## config.mk

```make
export PLATFORM = sky130hd
export DESIGN_NAME = xif_issue_master_flat
export DESIGN_NICKNAME = d
export VERILOG_FILES = /design/src/rtl/xif_master_pkg.sv /design/src/rtl/xif_issue_master_if.sv /design/src/rtl/xif_issue_master_timeout_cnt.sv /design/src/rtl/xif_issue_master.sv /design/src/flat_wrapper.sv
export SDC_FILE = /design/constraint.sdc
export NUM_CORES = 1
export LEC_CHECK = 0
export BUFFER_PORTS_ARGS = -buffer_cell sky130_fd_sc_hd__buf_2
export CORE_MARGIN = 10
export CORE_UTILIZATION = 36
export DETAILED_ROUTE_END_ITERATION = 12
export PLACE_DENSITY = 0.69
export SETUP_SLACK_MARGIN = 0.4
export SLEW_MARGIN = 20
export SYNTH_ARGS = -nofsm -noshare
export SYNTH_HDL_FRONTEND = slang
export SYNTH_SLANG_ARGS = --single-unit
```

## constraint.sdc

```tcl
create_clock -name clk_i -period 1.6 [get_ports clk_i]
set_clock_uncertainty 0.05 [all_clocks]
set_input_delay 0.08 -clock clk_i [delete_from_list [all_inputs] [get_ports clk_i]]
set_output_delay 0.08 -clock clk_i [all_outputs]
set_load 0.02 [all_outputs]
```

## src/rtl/xif_master_pkg.sv

```systemverilog
// Shared types for the CV-X-IF issue master: FSM state encoding and the captured offload record.
package xif_master_pkg;

  localparam int XIF_ID_W     = 4;
  localparam int XIF_ID_W_MAX = 16;

  typedef enum logic [1:0] {
    IDLE     = 2'd0,
    ISSUE    = 2'd1,
    WAIT_RES = 2'd2,
    WB       = 2'd3
  } xif_state_e;

  // id is stored at its maximum width; the top slices it down to ID_W
  typedef struct packed {
    logic [31:0]             instr;
    logic [31:0]             rs0;
    logic [31:0]             rs1;
    logic [XIF_ID_W_MAX-1:0] id;
  } xif_offload_t;

endpackage

```

## src/rtl/xif_issue_master_if.sv

```systemverilog
// Decode, issue, result and writeback signals of the issue master, grouped with master/slave views.
interface xif_issue_master_if
  import xif_master_pkg::*;
#(
  parameter int ID_W = XIF_ID_W
) ();
  logic            offload_valid_i;
  logic            offload_ready_o;
  logic [31:0]     offload_instr_i;
  logic [31:0]     offload_rs0_i;
  logic [31:0]     offload_rs1_i;
  logic [ID_W-1:0] offload_id_i;
  logic            issue_valid_o;
  logic            issue_ready_i;
  logic [31:0]     issue_instr_o;
  logic [31:0]     issue_rs0_o;
  logic [31:0]     issue_rs1_o;
  logic [ID_W-1:0] issue_id_o;
  logic            issue_accept_i;
  logic            issue_writeback_i;
  logic            result_valid_i;
  logic            result_ready_o;
  logic [ID_W-1:0] result_id_i;
  logic [4:0]      result_rd_i;
  logic [31:0]     result_data_i;
  logic            wb_valid_o;
  logic [4:0]      wb_rd_o;
  logic [31:0]     wb_data_o;
  logic            illegal_o;
  logic            timeout_o;
  logic            busy_o;

  modport master (
    input  offload_valid_i, offload_instr_i, offload_rs0_i, offload_rs1_i, offload_id_i,
           issue_ready_i, issue_accept_i, issue_writeback_i,
           result_valid_i, result_id_i, result_rd_i, result_data_i,
    output offload_ready_o, issue_valid_o, issue_instr_o, issue_rs0_o, issue_rs1_o, issue_id_o,
           result_ready_o, wb_valid_o, wb_rd_o, wb_data_o, illegal_o, timeout_o, busy_o
  );

  modport slave (
    output offload_valid_i, offload_instr_i, offload_rs0_i, offload_rs1_i, offload_id_i,
           issue_ready_i, issue_accept_i, issue_writeback_i,
           result_valid_i, result_id_i, result_rd_i, result_data_i,
    input  offload_ready_o, issue_valid_o, issue_instr_o, issue_rs0_o, issue_rs1_o, issue_id_o,
           result_ready_o, wb_valid_o, wb_rd_o, wb_data_o, illegal_o, timeout_o, busy_o
  );
endinterface

```

## src/rtl/xif_issue_master_timeout_cnt.sv

```systemverilog
// Abort timer: counts enabled cycles since the last clear and flags the last allowed cycle.
module xif_timeout_cnt #(
  parameter int TIMEOUT_CYCLES = 64
) (
  input  logic i_clk,
  input  logic i_rst,
  input  logic i_clr,
  input  logic i_en,
  output logic o_expired
);

  generate
    if (TIMEOUT_CYCLES == 0) begin : g_off
      logic w_unused_ok;
      assign w_unused_ok = i_clk ^ i_rst ^ i_clr ^ i_en;
      assign o_expired   = 1'b0;
    end else begin : g_on
      localparam int CW = (TIMEOUT_CYCLES > 1) ? $clog2(TIMEOUT_CYCLES) : 1;
      logic [CW-1:0] r_cnt;

      always_ff @(posedge i_clk) begin
        if (i_rst || i_clr) r_cnt <= '0;
        else if (i_en)      r_cnt <= r_cnt + 1'b1;
      end

      assign o_expired = i_en && (r_cnt == CW'(TIMEOUT_CYCLES - 1));
    end
  endgenerate

endmodule

```

## src/rtl/xif_issue_master.sv

```systemverilog
// CV-X-IF issue master: one outstanding offload, result collection, register-file writeback.
// Build option XIF_ISSUE_MASTER_WB_BYPASS_EN: writeback driven in the result handshake cycle.
module xif_issue_master
  import xif_master_pkg::*;
#(
  parameter int ID_W           = XIF_ID_W,
  parameter int TIMEOUT_CYCLES = 64
) (
  input  logic                clk_i,
  input  logic                rst_i,
  xif_issue_master_if.master  bus
);

  xif_state_e   r_state;
  xif_offload_t r_off;
  logic         r_offload_ready, r_issue_valid, r_result_ready, r_busy;
  logic         r_illegal, r_timeout;
  logic         w_expired, w_tmr_clr, w_tmr_en, w_id_match, w_issue_hs, w_res_hit;

  assign w_id_match = (bus.result_id_i == r_off.id[ID_W-1:0]);
  assign w_issue_hs = (r_state == ISSUE) && bus.issue_ready_i;
  assign w_res_hit  = (r_state == WAIT_RES) && bus.result_valid_i && w_id_match;
  assign w_tmr_en   = (r_state == ISSUE) || (r_state == WAIT_RES);
  assign w_tmr_clr  = ((r_state == IDLE) && bus.offload_valid_i) ||
                      (w_issue_hs && bus.issue_accept_i && bus.issue_writeback_i);

  xif_timeout_cnt #(.TIMEOUT_CYCLES(TIMEOUT_CYCLES)) u_tmr (
    .i_clk     (clk_i),
    .i_rst     (rst_i),
    .i_clr     (w_tmr_clr),
    .i_en      (w_tmr_en),
    .o_expired (w_expired)
  );

`ifndef XIF_ISSUE_MASTER_WB_BYPASS_EN
  logic        r_wb_valid;
  logic [4:0]  r_wb_rd;
  logic [31:0] r_wb_data;
`endif

  always_ff @(posedge clk_i) begin
    if (rst_i) begin
      r_state         <= IDLE;
      r_off           <= '0;
      r_offload_ready <= 1'b1;
      r_issue_valid   <= 1'b0;
      r_result_ready  <= 1'b0;
      r_busy          <= 1'b0;
      r_illegal       <= 1'b0;
      r_timeout       <= 1'b0;
`ifndef XIF_ISSUE_MASTER_WB_BYPASS_EN
      r_wb_valid      <= 1'b0;
      r_wb_rd         <= '0;
      r_wb_data       <= '0;
`endif
    end else begin
      r_illegal <= 1'b0;
      r_timeout <= 1'b0;
`ifndef XIF_ISSUE_MASTER_WB_BYPASS_EN
      r_wb_valid <= 1'b0;
`endif
      case (r_state)
        IDLE: begin
          if (bus.offload_valid_i) begin
            r_off.instr     <= bus.offload_instr_i;
            r_off.rs0       <= bus.offload_rs0_i;
            r_off.rs1       <= bus.offload_rs1_i;
            r_off.id        <= XIF_ID_W_MAX'(bus.offload_id_i);
            r_state         <= ISSUE;
            r_offload_ready <= 1'b0;
            r_issue_valid   <= 1'b1;
            r_busy          <= 1'b1;
          end
        end
        ISSUE: begin
          // a handshake in the expiry cycle takes priority over the abort
          if (bus.issue_ready_i) begin
            r_issue_valid <= 1'b0;
            if (bus.issue_accept_i && bus.issue_writeback_i) begin
              r_state        <= WAIT_RES;
              r_result_ready <= 1'b1;
            end else begin
              r_state         <= IDLE;
              r_offload_ready <= 1'b1;
              r_busy          <= 1'b0;
              r_illegal       <= !bus.issue_accept_i;
            end
          end else if (w_expired) begin
            r_issue_valid   <= 1'b0;
            r_state         <= IDLE;
            r_offload_ready <= 1'b1;
            r_busy          <= 1'b0;
            r_timeout       <= 1'b1;
          end
        end
        WAIT_RES: begin
          // results with a foreign id are acknowledged and dropped
          if (w_res_hit) begin
            r_result_ready <= 1'b0;
`ifdef XIF_ISSUE_MASTER_WB_BYPASS_EN
            r_state         <= IDLE;
            r_offload_ready <= 1'b1;
            r_busy          <= 1'b0;
`else
            r_state    <= WB;
            r_wb_valid <= (bus.result_rd_i != 5'd0);
            r_wb_rd    <= bus.result_rd_i;
            r_wb_data  <= bus.result_data_i;
`endif
          end else if (w_expired) begin
            r_result_ready  <= 1'b0;
            r_state         <= IDLE;
            r_offload_ready <= 1'b1;
            r_busy          <= 1'b0;
            r_timeout       <= 1'b1;
          end
        end
        default: begin
          r_state         <= IDLE;
          r_offload_ready <= 1'b1;
          r_busy          <= 1'b0;
        end
      endcase
    end
  end

  assign bus.offload_ready_o = r_offload_ready;
  assign bus.issue_valid_o   = r_issue_valid;
  assign bus.issue_instr_o   = r_off.instr;
  assign bus.issue_rs0_o     = r_off.rs0;
  assign bus.issue_rs1_o     = r_off.rs1;
  assign bus.issue_id_o      = r_off.id[ID_W-1:0];
  assign bus.result_ready_o  = r_result_ready;
  assign bus.illegal_o       = r_illegal;
  assign bus.timeout_o       = r_timeout;
  assign bus.busy_o          = r_busy;

`ifdef XIF_ISSUE_MASTER_WB_BYPASS_EN
  assign bus.wb_valid_o = w_res_hit && (bus.result_rd_i != 5'd0);
  assign bus.wb_rd_o    = w_res_hit ? bus.result_rd_i : 5'd0;
  assign bus.wb_data_o  = w_res_hit ? bus.result_data_i : 32'd0;
`else
  assign bus.wb_valid_o = r_wb_valid;
  assign bus.wb_rd_o    = r_wb_rd;
  assign bus.wb_data_o  = r_wb_data;
`endif

endmodule
```

## src/flat_wrapper.sv

```systemverilog
// flat-port wrapper written by rule: the top's interface ports become plain ports
module xif_issue_master_flat import xif_master_pkg::*;
#(
  parameter int ID_W           = XIF_ID_W,
  parameter int TIMEOUT_CYCLES = 64
)
  (clk_i, rst_i, bus_offload_valid_i, bus_offload_instr_i, bus_offload_rs0_i, bus_offload_rs1_i, bus_offload_id_i, bus_issue_ready_i, bus_issue_accept_i, bus_issue_writeback_i, bus_result_valid_i, bus_result_id_i, bus_result_rd_i, bus_result_data_i, bus_offload_ready_o, bus_issue_valid_o, bus_issue_instr_o, bus_issue_rs0_o, bus_issue_rs1_o, bus_issue_id_o, bus_result_ready_o, bus_wb_valid_o, bus_wb_rd_o, bus_wb_data_o, bus_illegal_o, bus_timeout_o, bus_busy_o);
  xif_issue_master_if #(.ID_W(ID_W)) bus_i ();
  input  logic clk_i;
  input  logic rst_i;
  input wire logic [$bits(bus_i.offload_valid_i)-1:0] bus_offload_valid_i;
  input wire logic [$bits(bus_i.offload_instr_i)-1:0] bus_offload_instr_i;
  input wire logic [$bits(bus_i.offload_rs0_i)-1:0] bus_offload_rs0_i;
  input wire logic [$bits(bus_i.offload_rs1_i)-1:0] bus_offload_rs1_i;
  input wire logic [$bits(bus_i.offload_id_i)-1:0] bus_offload_id_i;
  input wire logic [$bits(bus_i.issue_ready_i)-1:0] bus_issue_ready_i;
  input wire logic [$bits(bus_i.issue_accept_i)-1:0] bus_issue_accept_i;
  input wire logic [$bits(bus_i.issue_writeback_i)-1:0] bus_issue_writeback_i;
  input wire logic [$bits(bus_i.result_valid_i)-1:0] bus_result_valid_i;
  input wire logic [$bits(bus_i.result_id_i)-1:0] bus_result_id_i;
  input wire logic [$bits(bus_i.result_rd_i)-1:0] bus_result_rd_i;
  input wire logic [$bits(bus_i.result_data_i)-1:0] bus_result_data_i;
  output wire logic [$bits(bus_i.offload_ready_o)-1:0] bus_offload_ready_o;
  output wire logic [$bits(bus_i.issue_valid_o)-1:0] bus_issue_valid_o;
  output wire logic [$bits(bus_i.issue_instr_o)-1:0] bus_issue_instr_o;
  output wire logic [$bits(bus_i.issue_rs0_o)-1:0] bus_issue_rs0_o;
  output wire logic [$bits(bus_i.issue_rs1_o)-1:0] bus_issue_rs1_o;
  output wire logic [$bits(bus_i.issue_id_o)-1:0] bus_issue_id_o;
  output wire logic [$bits(bus_i.result_ready_o)-1:0] bus_result_ready_o;
  output wire logic [$bits(bus_i.wb_valid_o)-1:0] bus_wb_valid_o;
  output wire logic [$bits(bus_i.wb_rd_o)-1:0] bus_wb_rd_o;
  output wire logic [$bits(bus_i.wb_data_o)-1:0] bus_wb_data_o;
  output wire logic [$bits(bus_i.illegal_o)-1:0] bus_illegal_o;
  output wire logic [$bits(bus_i.timeout_o)-1:0] bus_timeout_o;
  output wire logic [$bits(bus_i.busy_o)-1:0] bus_busy_o;
  assign bus_i.offload_valid_i = bus_offload_valid_i;
  assign bus_i.offload_instr_i = bus_offload_instr_i;
  assign bus_i.offload_rs0_i = bus_offload_rs0_i;
  assign bus_i.offload_rs1_i = bus_offload_rs1_i;
  assign bus_i.offload_id_i = bus_offload_id_i;
  assign bus_i.issue_ready_i = bus_issue_ready_i;
  assign bus_i.issue_accept_i = bus_issue_accept_i;
  assign bus_i.issue_writeback_i = bus_issue_writeback_i;
  assign bus_i.result_valid_i = bus_result_valid_i;
  assign bus_i.result_id_i = bus_result_id_i;
  assign bus_i.result_rd_i = bus_result_rd_i;
  assign bus_i.result_data_i = bus_result_data_i;
  assign bus_offload_ready_o = bus_i.offload_ready_o;
  assign bus_issue_valid_o = bus_i.issue_valid_o;
  assign bus_issue_instr_o = bus_i.issue_instr_o;
  assign bus_issue_rs0_o = bus_i.issue_rs0_o;
  assign bus_issue_rs1_o = bus_i.issue_rs1_o;
  assign bus_issue_id_o = bus_i.issue_id_o;
  assign bus_result_ready_o = bus_i.result_ready_o;
  assign bus_wb_valid_o = bus_i.wb_valid_o;
  assign bus_wb_rd_o = bus_i.wb_rd_o;
  assign bus_wb_data_o = bus_i.wb_data_o;
  assign bus_illegal_o = bus_i.illegal_o;
  assign bus_timeout_o = bus_i.timeout_o;
  assign bus_busy_o = bus_i.busy_o;
  xif_issue_master #(.ID_W(ID_W), .TIMEOUT_CYCLES(TIMEOUT_CYCLES)) u_core (.clk_i(clk_i), .rst_i(rst_i), .bus(bus_i));
endmodule
```

## After elaboration in Yosys (flattened, before gate mapping)

Index checks and enable logic that the tools add are counted.

| storage, ports and cells | value |
|---|---|
| bits in registers | 152 |

| cells by class | value |
|---|---|
| add/subtract/negate cells | 1 |
| equality and inequality tests | 11 |
| muxes and demuxes | 29 |
| bitwise gates (word level) | 4 |
| reductions and logical operators | 23 |

Operator list:

| kind | count |
|---|---|
| 1-bit 2-to-1 mux | 18 |
| 2-bit 2-to-1 mux | 5 |
| 1-bit logical AND | 8 |
| 2-bit != test, second input constant | 4 |
| 6-bit by 1-bit adder with 6-bit output, second input constant | 1 |
| 6-bit == test, second input constant | 1 |
| 3-bit != test, second input constant | 2 |
| 1-bit case mux with 2 select lines | 3 |
| 1-bit case mux with 3 select lines | 2 |
| 2-bit case mux with 3 select lines | 1 |
| 3-bit AND reduction | 2 |
| 5-bit nonzero test | 1 |
| 4-bit == test | 1 |
| 1-bit inverter | 4 |
| 2-bit AND reduction | 2 |
| 4-bit AND reduction | 1 |
| 2-bit nonzero test | 2 |
| 4-bit OR reduction | 1 |
| 1-bit logical OR | 3 |
| 3-bit by 2-bit != test with 1-bit output, second input constant | 1 |
| 3-bit OR reduction | 1 |
| 2-bit by 1-bit == test with 1-bit output, second input constant | 1 |
| 2-bit == test, second input constant | 1 |
| 2-bit zero test | 1 |
| 1-bit zero test | 1 |

## Depth between registers and ports, before layout

Gate-level depths: netlist (run 1).

| depth | value |
|---|---|
| word-level depth | 6 |
| gate-level depth with buffers | 7 |
| mapped depth without buffers | 6 |

## By module

From an unflattened synthesis (run 1), not the netlist that was laid out.

| second synthesis, totals | value |
|---|---|
| cell total of the unflattened synthesis | 687 |
| area total of the unflattened synthesis | 5,856.9 µm² |

Modules (own cells, without submodules):

| module | times used | cells an instance | area each (µm²) | sequential area each (µm²) |
|---|---|---|---|---|
| xif_issue_master | 1 | 657 | 5,586.6 | 2,922.8 |
| xif_timeout_cnt | 1 | 30 | 270.3 | 120.1 |

## Worst setup path before layout (run 1)

No wires, ideal clock.

| timing | value |
|---|---|
| path type | flip-flop to flip-flop |
| from | register u_core.r_state[0] |
| to | register u_core.r_busy, in the netlist u_core.bus.busy_o |
| data arrival time | 1.476 ns |
| data required time | 1.431 ns |
| path slack | -0.045 ns |
| stages on the path, launching flop included | 7 |
| path buffers | 0 |
| clock period less this slack | 1.645 ns |
| path through | dfxtp_1 -> inv_1 -> ha_1 -> nand4_1 -> o221ai_1 -> a22oi_1 -> o221a_2 |

| on the way | value |
|---|---|
| word-level cells in the longest chain between the ends | 6 |

RTL lines:

| element | line | RTL |
|---|---|---|
| start: declaration | xif_issue_master.sv:14 | `xif_state_e r_state;` |
| start signal: assignment | xif_issue_master.sv:43 | `r_state <= IDLE;` |
| start signal: assignment | xif_issue_master.sv:69 | `r_state <= ISSUE;` |
| start signal: assignment | xif_issue_master.sv:80 | `r_state <= WAIT_RES;` |
| 2-bit by 1-bit == test with 1-bit output or 2-bit == test (tied branches) | xif_issue_master.sv:23 | `assign w_tmr_en = (r_state == ISSUE) \|\| (r_state == WAIT_RES);` |
| 1-bit logical OR (*) | xif_issue_master.sv:23 |  |
| via u_core.u_tmr.i_en | xif_issue_master_timeout_cnt.sv:8 | `input logic i_en,` |
| 1-bit logical AND (*) | xif_issue_master_timeout_cnt.sv:26 | `assign o_expired = i_en && (r_cnt == CW'(TIMEOUT_CYCLES - 1));` |
| 1-bit 2-to-1 mux (*) | n/a |  |
| 1-bit 2-to-1 mux (on tied branches) | n/a |  |
| 1-bit case mux with 3 select lines (*) | xif_issue_master.sv:62 | `case (r_state)` |
| end signal: assignment | xif_issue_master.sv:72 | `r_busy <= 1'b1;` |
| end signal: assignment | xif_issue_master.sv:85 | `r_busy <= 1'b0;` |
| end signal: assignment | xif_issue_master.sv:92 | `r_busy <= 1'b0;` |
| end: declaration | xif_issue_master.sv:16 | `logic r_offload_ready, r_issue_valid, r_result_ready, r_busy;` |

Mark *: on every way through the listed nets, which the timed path passes. The rest lies on a longest branch. The select of a mux whose other input is x is not followed.
A chain may end at the register's enable or synchronous reset.

## Worst setup path after layout (run 1)

| timing | value |
|---|---|
| from | register u_core.r_state[1] |
| to | register u_core.r_busy, in the netlist u_core.bus.busy_o |

Same word-level chain as after synthesis.

==> results.ini, run 1 <==
[run_status]
outcome=finished, violations left
violations=negative setup slack

[route]
routed_wl_um=33940
drcViolationCount=0
detail_route.first_pass.iterations=5
initial_detailed_routing_violation_count=665
wl_per_cell_um=23.88
antenna_left=0
avgViaCountPerCell=5.441
route.vias.total=7732

[worst_setup_path]
crit_family=compound AO/OA/AOI/OAI gates
critPathLaunchType=flip-flop
worst_path_max_delay_cell=sky130_fd_sc_hd__dfxtp_2
cell_breakdown_of_the_critical_path=inv_2, ha_4, nand4_1, o221ai_2, a22oi_1, o221a_2
r2r.worst_path.cells=6
critical_path_buf_inv_count=1
timing.rr.start=u_core.r_state[1]$_SDFFE_PP0P_
max_stage_delay_ps=350
cp_data_arrival_time_ps=1900
cp.required_ps=1880
setup.worst_path.end_class=flip-flop
timing.rr.end=u_core.bus.busy_o$_SDFFE_PP0P_
cp_max_fo=4
crit_type=flip-flop to flip-flop
worst-r2r-setup-slack_ps=-20

[die]
row_count=45
io-pin-count=292
die_area_um2=21040
initial_utilization=0.3689
fp.coreArea_um2=15260
die_h_um=145.0
die_width_um=145.0

[logic_synthesis]
synth_top_area_share=0.5406
yosys_warnings=0
ys_seq_area_frac=0.5406
async_reset_ff_frac=0
number_of_synthesized_flops_with_an_enable_pin=0
ys_seq_elements=152
synth.top_cells.by_count=207 x sky130_fd_sc_hd__nand2_1, 152 x sky130_fd_sc_hd__dfxtp_1, 143 x sky130_fd_sc_hd__a21oi_1, 41 x sky130_fd_sc_hd__nand3_1, 39 x sky130_fd_sc_hd__o21ai_0
synthesized_area_per_cell_um2=8.099
synth.most_common_cell=sky130_fd_sc_hd__nand2_1
yosys-top-cells-area=sky130_fd_sc_hd__dfxtp_1 54%, sky130_fd_sc_hd__nand2_1 14%, sky130_fd_sc_hd__a21oi_1 13%
post_synth_design_cell_area_um2=5629
synth_cells=695
post-synth-top-area-cell=sky130_fd_sc_hd__dfxtp_1
post_synthesis_net_count=848
synth.lib_cells_used.distinct=40
postSynth.topFlopCell=sky130_fd_sc_hd__dfxtp_1

[sta]
worst_slew_margin_rel=0.7019
period_minus_slack_ps=1623
finalHoldViolCount=0
fin_hold_ws_ps=6.885
final_max_slew_viol_count=0
min_period_over_period=1.014
timing.final.setup_violations=3
post-route-worst-setup-slack_ps=-22.51
fmaxAchievable_mhz=616.3
finalSetupTns_ps=-32.72
worst_margin_slew_ps=447.2
rsz0062_at_grt=true

[power]
pwr-share-clk=0.367
total_leakage_power_nw=5.746
switching_power_mw=3.412
ir_worst_vdd_mv=0.8077
seqPwrFrac=0.368
power.total_mw=11.25
sw_frac_of_total=0.3032
cellInternalPower_mw=7.841
share_comb_of_total_power=0.265
cellPowerDensity_nw_per_um2=889.5

[placed_design]
numPlacedInstances=1167
hpwl_um=14180
io_buffer_count=291
place_congestion=0.8435
dpl_worst_slack_ps=43.25

[cts]
cts-buffers-inserted=17
clock_path_buffers=2
clk-insertion-delay-late_ps=440
clk_sinks=152
clock-root-buffer=sky130_fd_sc_hd__clkbuf_16
cts_max_level=4
cts_tree=done
path_clk_slew_ps=60

[grt]
wire_length_of_the_first_global_routing_pass_um=42170
grt_start_max_net_pins=65
antenna_violations_before_repair=9
first_global_vias=7571
globalRoute.totalOverflow=0
groute.usage.overall=0.2469

[hold_path]
worst_hold_endpoint=u_core.bus.wb_valid_o$_SDFF_PP0_
worst_hold_path_startpoint=bus_result_rd_i[0]
hold_path_class=input pin to flip-flop
hold_depth=4

[flow_run]
maximum_capacitance_violations=0

[finish]
area_growth_syn_to_layout_pct=124.7
fin_cells=1421
nets=1341
post_route_cells_drive_above_1_share=0.6150

==> cell type report <==
cell class	instances	area (um2)
antenna	10	25.02
clock buffer	20	466.7
clock inverter	11	121.4
fill	760	2608
inverter	6	25.02
multi-input combinational	484	4088
sequential	152	3060
tap	211	264.0
timing repair buffer	527	4601
==> cells by family (layout without fill, tap and decap cells) <==
kind of cell | count (synthesis) | after routing | synth area share
flip-flops | 152 | 152 | 0.5406
adder cells (fa/ha/maj) | 5 | 5 | 0.01111
AND/OR/NAND/NOR | 271 | 272 | 0.1965
buffers and inverters | 60 | 564 | 0.05068
multiplexers | 1 | 1 | 0.001778
AO/OA/AOI/OAI | 198 | 198 | 0.1869
other | 0 | 10 | 0
XOR/XNOR | 8 | 8 | 0.01245
==> tightest hold or removal path: cells and delay by family <==
family | cells | cell delay (ps)
AOI/OAI and AO/OA | 1 | 60
and+or+nand+nor | 2 | 210
buffers and inverters | 1 | 90
==> through the flow <==
stage	utilization	instance area, um2
3_5_place_dp	0.4867	7426
6_report	0.8291	12650
5_1_grt	0.8289	12650
3_3_place_gp	0.4867	7426
4_1_cts	0.7140	10890
2_1_floorplan	-	5752
==> cells in the final DEF, fill, tap and decap left out, types with 3 or more instances in the layout <==
cell type,n
sky130_fd_sc_hd__clkinv_2,4
sky130_fd_sc_hd__nand2_4,117
sky130_fd_sc_hd__dfxtp_4,3
sky130_fd_sc_hd__nand3_2,15
sky130_fd_sc_hd__nand3_1,14
sky130_fd_sc_hd__dfxtp_2,5
sky130_fd_sc_hd__nand2_2,29
sky130_fd_sc_hd__buf_6,15
sky130_fd_sc_hd__nor2_2,3
sky130_fd_sc_hd__dfxtp_1,144
sky130_fd_sc_hd__nor2_1,7
sky130_fd_sc_hd__buf_2,288
sky130_fd_sc_hd__nand4_1,3
sky130_fd_sc_hd__a21oi_1,31
sky130_fd_sc_hd__and3_4,3
sky130_fd_sc_hd__diode_2,10
sky130_fd_sc_hd__buf_4,21
sky130_fd_sc_hd__clkbuf_16,25
sky130_fd_sc_hd__o21ai_0,26
sky130_fd_sc_hd__a21oi_2,112
sky130_fd_sc_hd__buf_16,23
sky130_fd_sc_hd__o21ai_2,3
sky130_fd_sc_hd__ha_4,3
sky130_fd_sc_hd__inv_1,4
sky130_fd_sc_hd__dlygate4sd3_1,141
sky130_fd_sc_hd__xnor2_4,4
sky130_fd_sc_hd__o21ai_1,12
sky130_fd_sc_hd__buf_8,4
sky130_fd_sc_hd__buf_12,26
sky130_fd_sc_hd__nand3_4,12
sky130_fd_sc_hd__nand2_1,60
sky130_fd_sc_hd__clkbuf_8,3
==> flip-flops by register name, summed over array words and instances, names as in the netlist, 2 cells and up <==
name and cells:
u_core.bus.issue_id_o 4, u_core.u_tmr.g_on.r_cnt 6, u_core.bus.issue_instr_o 32, u_core.bus.issue_rs0_o 32, u_core.r_state 2, u_core.bus.wb_rd_o 5, u_core.bus.wb_data_o 32, u_core.bus.issue_rs1_o 32
==> worst max path at each step <==
stage	start	endpoint	slack, ps	cells past startpoint
6_report	u_core.r_state[1]$_SDFFE_PP0P_	u_core.bus.busy_o$_SDFFE_PP0P_	-20	6
5_1_grt	u_core.r_state[1]$_SDFFE_PP0P_	u_core.bus.busy_o$_SDFFE_PP0P_	-80	6
4_1_cts	u_core.r_state[0]$_SDFFE_PP0P_	u_core.r_state[0]$_SDFFE_PP0P_	60	6
3_5_place_dp	u_core.r_state[0]$_SDFFE_PP0P_	u_core.bus.busy_o$_SDFFE_PP0P_	40	6
3_3_place_gp	u_core.r_state[0]$_SDFFE_PP0P_	u_core.bus.busy_o$_SDFFE_PP0P_	90	6
2_1_floorplan	u_core.r_state[0]$_SDFFE_PP0P_	u_core.bus.busy_o$_SDFFE_PP0P_	130	6
==> power by group through the flow <==
stage	Clock (mW)	Sequential, mW	Combinational, mW
5_1_grt	4.29	4.16	3.09
6_report	4.13	4.15	2.98
2_1_floorplan	0	4.35	0.553
3_5_place_dp	0	4.14	1.30
4_1_cts	4.09	4.08	2.29
3_3_place_gp	0	4.13	1.30
==> layer usage <==
metal | global-route usage | up-vias | part of all wire
met5 | 0 | - | 0
met4 | 0.1282 | 0 | 0.058
met3 | 0.06954 | 137 | 0.081
met2 | 0.4360 | 489 | 0.51
met1 | 0.2619 | 3738 | 0.35
li1 | - | 3368 | -
==> timing repair <==
item,in CTS,in global routing
hold buffers,141,0
buffers inserted,30,9
cloned,22,11
gates resized for setup,158,358
endpoints found under the setup margin,152,152
pin swaps,86,136
hold endpoints to repair,140,0
Note: power is estimated with default switching activity, not from simulation.
==> run 2: changes to the inputs <==
- CTS_BUF_LIST: unset -> sky130_fd_sc_hd__clkbuf_16
- PLACE_DENSITY: 0.69 -> 0.66
- clock period: 1.6 -> 1.65 ns (I/O delays scaled with it)
==> results.ini, run 2 (synthesis gave the netlist of run 1 again) <==
[route]
detail_route.first_pass.iterations=6
avgViaCountPerCell=5.302
initial_detailed_routing_violation_count=538
route.vias.total=7417
drcViolationCount=0
wl_per_cell_um=21.69
antenna_left=0
routed_wl_um=30340

[worst_setup_path]
setup.worst_path.end_class=flip-flop
crit_family=compound AO/OA/AOI/OAI gates
max_stage_delay_ps=350
cp_max_fo=3
cell_breakdown_of_the_critical_path=buf_4, ha_2, nor2b_2, o221ai_2, a22oi_1, o221a_2
cp_data_arrival_time_ps=1850
critical_path_buf_inv_count=1
crit_type=flip-flop to flip-flop
worst_path_max_delay_cell=sky130_fd_sc_hd__dfxtp_4
cp.required_ps=1920
critPathLaunchType=flip-flop

[grt]
globalRoute.totalOverflow=0
met3_usage=0.07296
wire_length_of_the_first_global_routing_pass_um=40140
first_global_vias=7266
grt_start_max_net_pins=76
gr-usage-met1=0.2541
antenna_violations_before_repair=9
groute.usage.overall=0.2365
global_route.usage.met2=0.4006
grt_most_used_layer=met2

[cts]
clock-root-buffer=sky130_fd_sc_hd__clkbuf_16
clk_sinks=152
clk-insertion-delay-late_ps=420
cts_max_level=4
cts_tree=done
clock_path_buffers=2
cts-buffers-inserted=17
path_clk_slew_ps=60

[hold_path]
hold_path_class=input pin to flip-flop

[placed_design]
place_congestion=0.8031
dpl_worst_slack_ps=69.39
hpwl_um=14280
area_of_placed_instances_um2=7358
io_buffer_count=291
numPlacedInstances=1163

[die]
fp.coreArea_um2=15260
die_h_um=145.0
row_count=45
io-pin-count=292
initial_utilization=0.3689
die_area_um2=21040
die_width_um=145.0

[finish]
fin_util=0.7756
most-common-layout-cells=290 x sky130_fd_sc_hd__buf_2, 146 x sky130_fd_sc_hd__dfxtp_1, 140 x sky130_fd_sc_hd__dlygate4sd3_1
fin_cells=1399
area_growth_syn_to_layout_pct=110.2
post_route_cells_drive_above_1_share=0.5611
layout_commonest_cell=sky130_fd_sc_hd__buf_2
nets=1321
final_cell_area_um2=11830

[power]
cellPowerDensity_nw_per_um2=888.7
ir_worst_vdd_mv=0.9384
total_leakage_power_nw=5.370

[sta]
worst_margin_slew_ps=538.2
period_minus_slack_ps=1579
finalHoldViolCount=0
rsz0062_at_grt=true
timing.final.setup_violations=0
fmaxAchievable_mhz=633.2
post-route-worst-setup-slack_ps=70.69
finalSetupTns_ps=0
min_period_over_period=0.9572
final_max_slew_viol_count=0
worst_slew_margin_rel=0.6412

[run_status]
outcome=finished clean

[flow_run]
maximum_capacitance_violations=0

run 2: cell types whose count changed in the layout (fill, tap and decap cells not counted), sizes merged:
cell,change
bufinv,+1
buf,-14
clkbuf,-10
dlygate4sd3,-1
nand3,+1
nand2,+1
run 2: layer usage:
layer	share of wire	up-vias	wire length [um]
met2	0.51	450	15340
li1	-	3296	-
met5	0	-	0
met1	0.35	3528	10570
met3	0.081	143	2452
met4	0.065	0	1974
run 2: timing repair:
action,in CTS,in global routing
hold buffers,140,0
resized for setup,109,322
pin swaps,47,112
setup buffers,23,10
endpoints found under the hold margin,140,0
gates cloned,20,4
endpoints found under the setup margin,151,151
run 2: worst reg2reg max path, stage by stage, from the launching register on:
cell and delay (ps):
sky130_fd_sc_hd__dfxtp_4 350, sky130_fd_sc_hd__buf_4 140, sky130_fd_sc_hd__ha_2 200, sky130_fd_sc_hd__nor2b_2 170, sky130_fd_sc_hd__o221ai_2 180, sky130_fd_sc_hd__a22oi_1 100
sky130_fd_sc_hd__o221a_2 280
run 2: cell type report:
type	instances	area (um2)
clock buffers	17	425.4
repair buffers	505	4113
multi-input cells	486	3772
fillers	928	3425
diodes	10	25.02
well taps	211	264.0
clock inverters	12	153.9
inverters	6	25.02
flip-flops and latches	152	3055
run 2: where the power goes:
group | internal [mW] | switching, mW
registers | 3.85 | 0.109
logic | 1.21 | 1.38
clock network | 2.36 | 1.62
run 2: through the flow:
step | power (mW) | hold slack [ps]
after global routing | 10.83 | 197.3
after floorplan | 4.755 | 109.1
after detailed placement | 5.250 | 222.8
after CTS | 9.956 | 116.7
final | 10.52 | 169.2
after global placement | 5.238 | 215.5
run 2: final timing paths:
path	depth (start not counted)	slack [ps]	to	startpoint
worst max-delay path	6	70	u_core.bus.busy_o$_SDFFE_PP0P_	u_core.r_state[0]$_SDFFE_PP0P_
worst min-delay path	5	170	u_core.bus.result_ready_o$_SDFFE_PP0P_	bus_issue_writeback_i
worst max register to register	6	70	u_core.bus.busy_o$_SDFFE_PP0P_	u_core.r_state[0]$_SDFFE_PP0P_
worst min register to register	2	410	u_core.bus.issue_rs1_o[4]$_SDFFE_PP0P_	u_core.bus.issue_rs1_o[4]$_SDFFE_PP0P_
==> run 3: changes to the inputs <==
- CORE_UTILIZATION: 36 -> 38
- PLACE_DENSITY: 0.66 -> 0.69
==> results.ini, run 3 (synthesis gave the netlist of run 1 again) <==
[run_status]
outcome=finished clean

[finish]
multi_input_comb_area_um2=3431
layout_commonest_cell=sky130_fd_sc_hd__buf_2
nets=1329
nFillCells=770
final_cell_area_um2=11710
most-common-layout-cells=290 x sky130_fd_sc_hd__buf_2, 146 x sky130_fd_sc_hd__dfxtp_1, 140 x sky130_fd_sc_hd__dlygate4sd3_1
ff_latch_area_um2=3060
area_growth_syn_to_layout_pct=108.1
post_route_cells_drive_above_1_share=0.5328

[sta]
worst_slew_margin_rel=0.7065
fin_hold_ws_ps=147.0
min_period_over_period=0.9602
rsz0062_at_grt=true
finalSetupTns_ps=0
period_minus_slack_ps=1584
fmaxAchievable_mhz=631.2
finalHoldViolCount=0
worst_margin_slew_ps=440.3
timing.final.setup_violations=0
final_max_slew_viol_count=0

[worst_setup_path]
cp_data_arrival_time_ps=1850
cp.required_ps=1910
r2r.worst_path.cells=6
crit_path_end=u_core.r_state[0]$_SDFFE_PP0P_
setup.worst_path.end_class=flip-flop
crit_type=flip-flop to flip-flop
timing.rr.end=u_core.r_state[0]$_SDFFE_PP0P_
critPathLaunchType=flip-flop
worst-r2r-setup-slack_ps=70
crit_path_launch=u_core.r_state[0]$_SDFFE_PP0P_
cp_max_fo=4
timing.rr.start=u_core.r_state[0]$_SDFFE_PP0P_

[power]
total_leakage_power_nw=5.349
cellPowerDensity_nw_per_um2=888.2
ir_worst_vdd_mv=0.8217

[cts]
cts_tree=done
cts-buffers-inserted=17
clk-insertion-delay-late_ps=420
clock-root-buffer=sky130_fd_sc_hd__clkbuf_16
path_clk_slew_ps=60
clock_path_buffers=2
clk_sinks=152
cts_max_level=4

[die]
fp.coreArea_um2=14530
die_area_um2=20080
die_width_um=141.7
row_count=44
die_h_um=141.7
io-pin-count=292
initial_utilization=0.3873

[route]
avgViaCountPerCell=5.440
antenna_left=0
initial_detailed_routing_violation_count=641
detail_route.first_pass.iterations=5
wl_per_cell_um=21.62
drcViolationCount=0
routed_wl_um=29720
route.vias.total=7480

[placed_design]
io_buffer_count=291
area_of_placed_instances_um2=7382
hpwl_um=13600
place_congestion=0.8334

[grt]
antenna_violations_before_repair=4
first_global_vias=7731
groute.usage.overall=0.2644
wire_length_of_the_first_global_routing_pass_um=42480
grt_start_max_net_pins=72
globalRoute.totalOverflow=0

[flow_run]
maximum_capacitance_violations=0

[hold_path]
hold_path_class=input pin to flip-flop

-- run 3: changes by cell type in the layout (fill, tap and decap cells not counted), moves of 8 or more --
cell                      before  now
sky130_fd_sc_hd__a21oi_1      28   74
sky130_fd_sc_hd__a21oi_2     115   69
sky130_fd_sc_hd__nand2_2       6   52
sky130_fd_sc_hd__nand2_4      98   70
sky130_fd_sc_hd__nand2_1     102   84
sky130_fd_sc_hd__buf_12       16   29
sky130_fd_sc_hd__o21ai_0      15   25
sky130_fd_sc_hd__o21ai_1      22   12
sky130_fd_sc_hd__nand3_2      14    5
sky130_fd_sc_hd__nand3_1      25   33
-- run 3: layout make-up --
cell class	instances	area share
inverters	6	0.002136
multi-input cells	484	0.2929
well taps	184	0.01965
clock inverters	14	0.01154
flip-flops and latches	152	0.2613
clock buffers	17	0.03632
repair buffers	515	0.3756
diodes	3	0.0006409
-- run 3: how the worst min path moves through the flow --
stage                  startpoint                               end  cells after the start
2_1_floorplan  bus_issue_accept_i   u_core.bus.illegal_o$_SDFF_PP0_                      1
3_3_place_gp   bus_issue_accept_i   u_core.bus.illegal_o$_SDFF_PP0_                      2
3_5_place_dp   bus_issue_accept_i   u_core.bus.illegal_o$_SDFF_PP0_                      2
4_1_cts        bus_result_valid_i  u_core.bus.wb_valid_o$_SDFF_PP0_                      4
5_1_grt        bus_result_valid_i  u_core.bus.wb_valid_o$_SDFF_PP0_                      4
6_report       bus_result_valid_i  u_core.bus.wb_valid_o$_SDFF_PP0_                      4
-- run 3: where the power goes --
| part | total (mW) | leakage, nW | internal [mW] | switching (mW) |
|---|---|---|---|---|
| clock | 3.78 | 0.273 | 2.20 | 1.58 |
| sequential | 3.99 | 1.25 | 3.85 | 0.140 |
| combinational | 2.63 | 3.83 | 1.32 | 1.32 |
-- run 3: per-stage QoR --
step / utilization / std cells / setup WS, ps / total power [mW]
floorplan: - / 695 / 181.9 / 4.755
global route: 0.8060 / 1375 / 16.79 / 10.71
CTS: 0.7605 / 1358 / 124.0 / 10.03
global placement: 0.5079 / 1137 / 141.3 / 5.258
detailed placement: 0.5079 / 1137 / 111.1 / 5.267
finish: 0.8060 / 1375 / 65.64 / 10.40
-- run 3: metal layers --
layer,GRT usage,share of wire
met1,0.2689,0.34
met2,0.4612,0.52
met3,0.08578,0.088
met4,0.1608,0.054
met5,0,0.00027
-- run 3: critical path: stages (launching register included) --
cell and delay (ps):
sky130_fd_sc_hd__dfxtp_2 350, sky130_fd_sc_hd__inv_2 60, sky130_fd_sc_hd__ha_4 290, sky130_fd_sc_hd__nand4_1 120, sky130_fd_sc_hd__o221ai_2 220, sky130_fd_sc_hd__a21oi_1 130, sky130_fd_sc_hd__a22o_1 250
-- run 3: what timing repair did --
action	CTS	global route
cloned	23	4
hold buffers	140	0
setup buffers	27	10
resized for setup	224	137
pin swaps	133	53
endpoints found under the setup margin	151	151
endpoints found under the hold margin	139	0
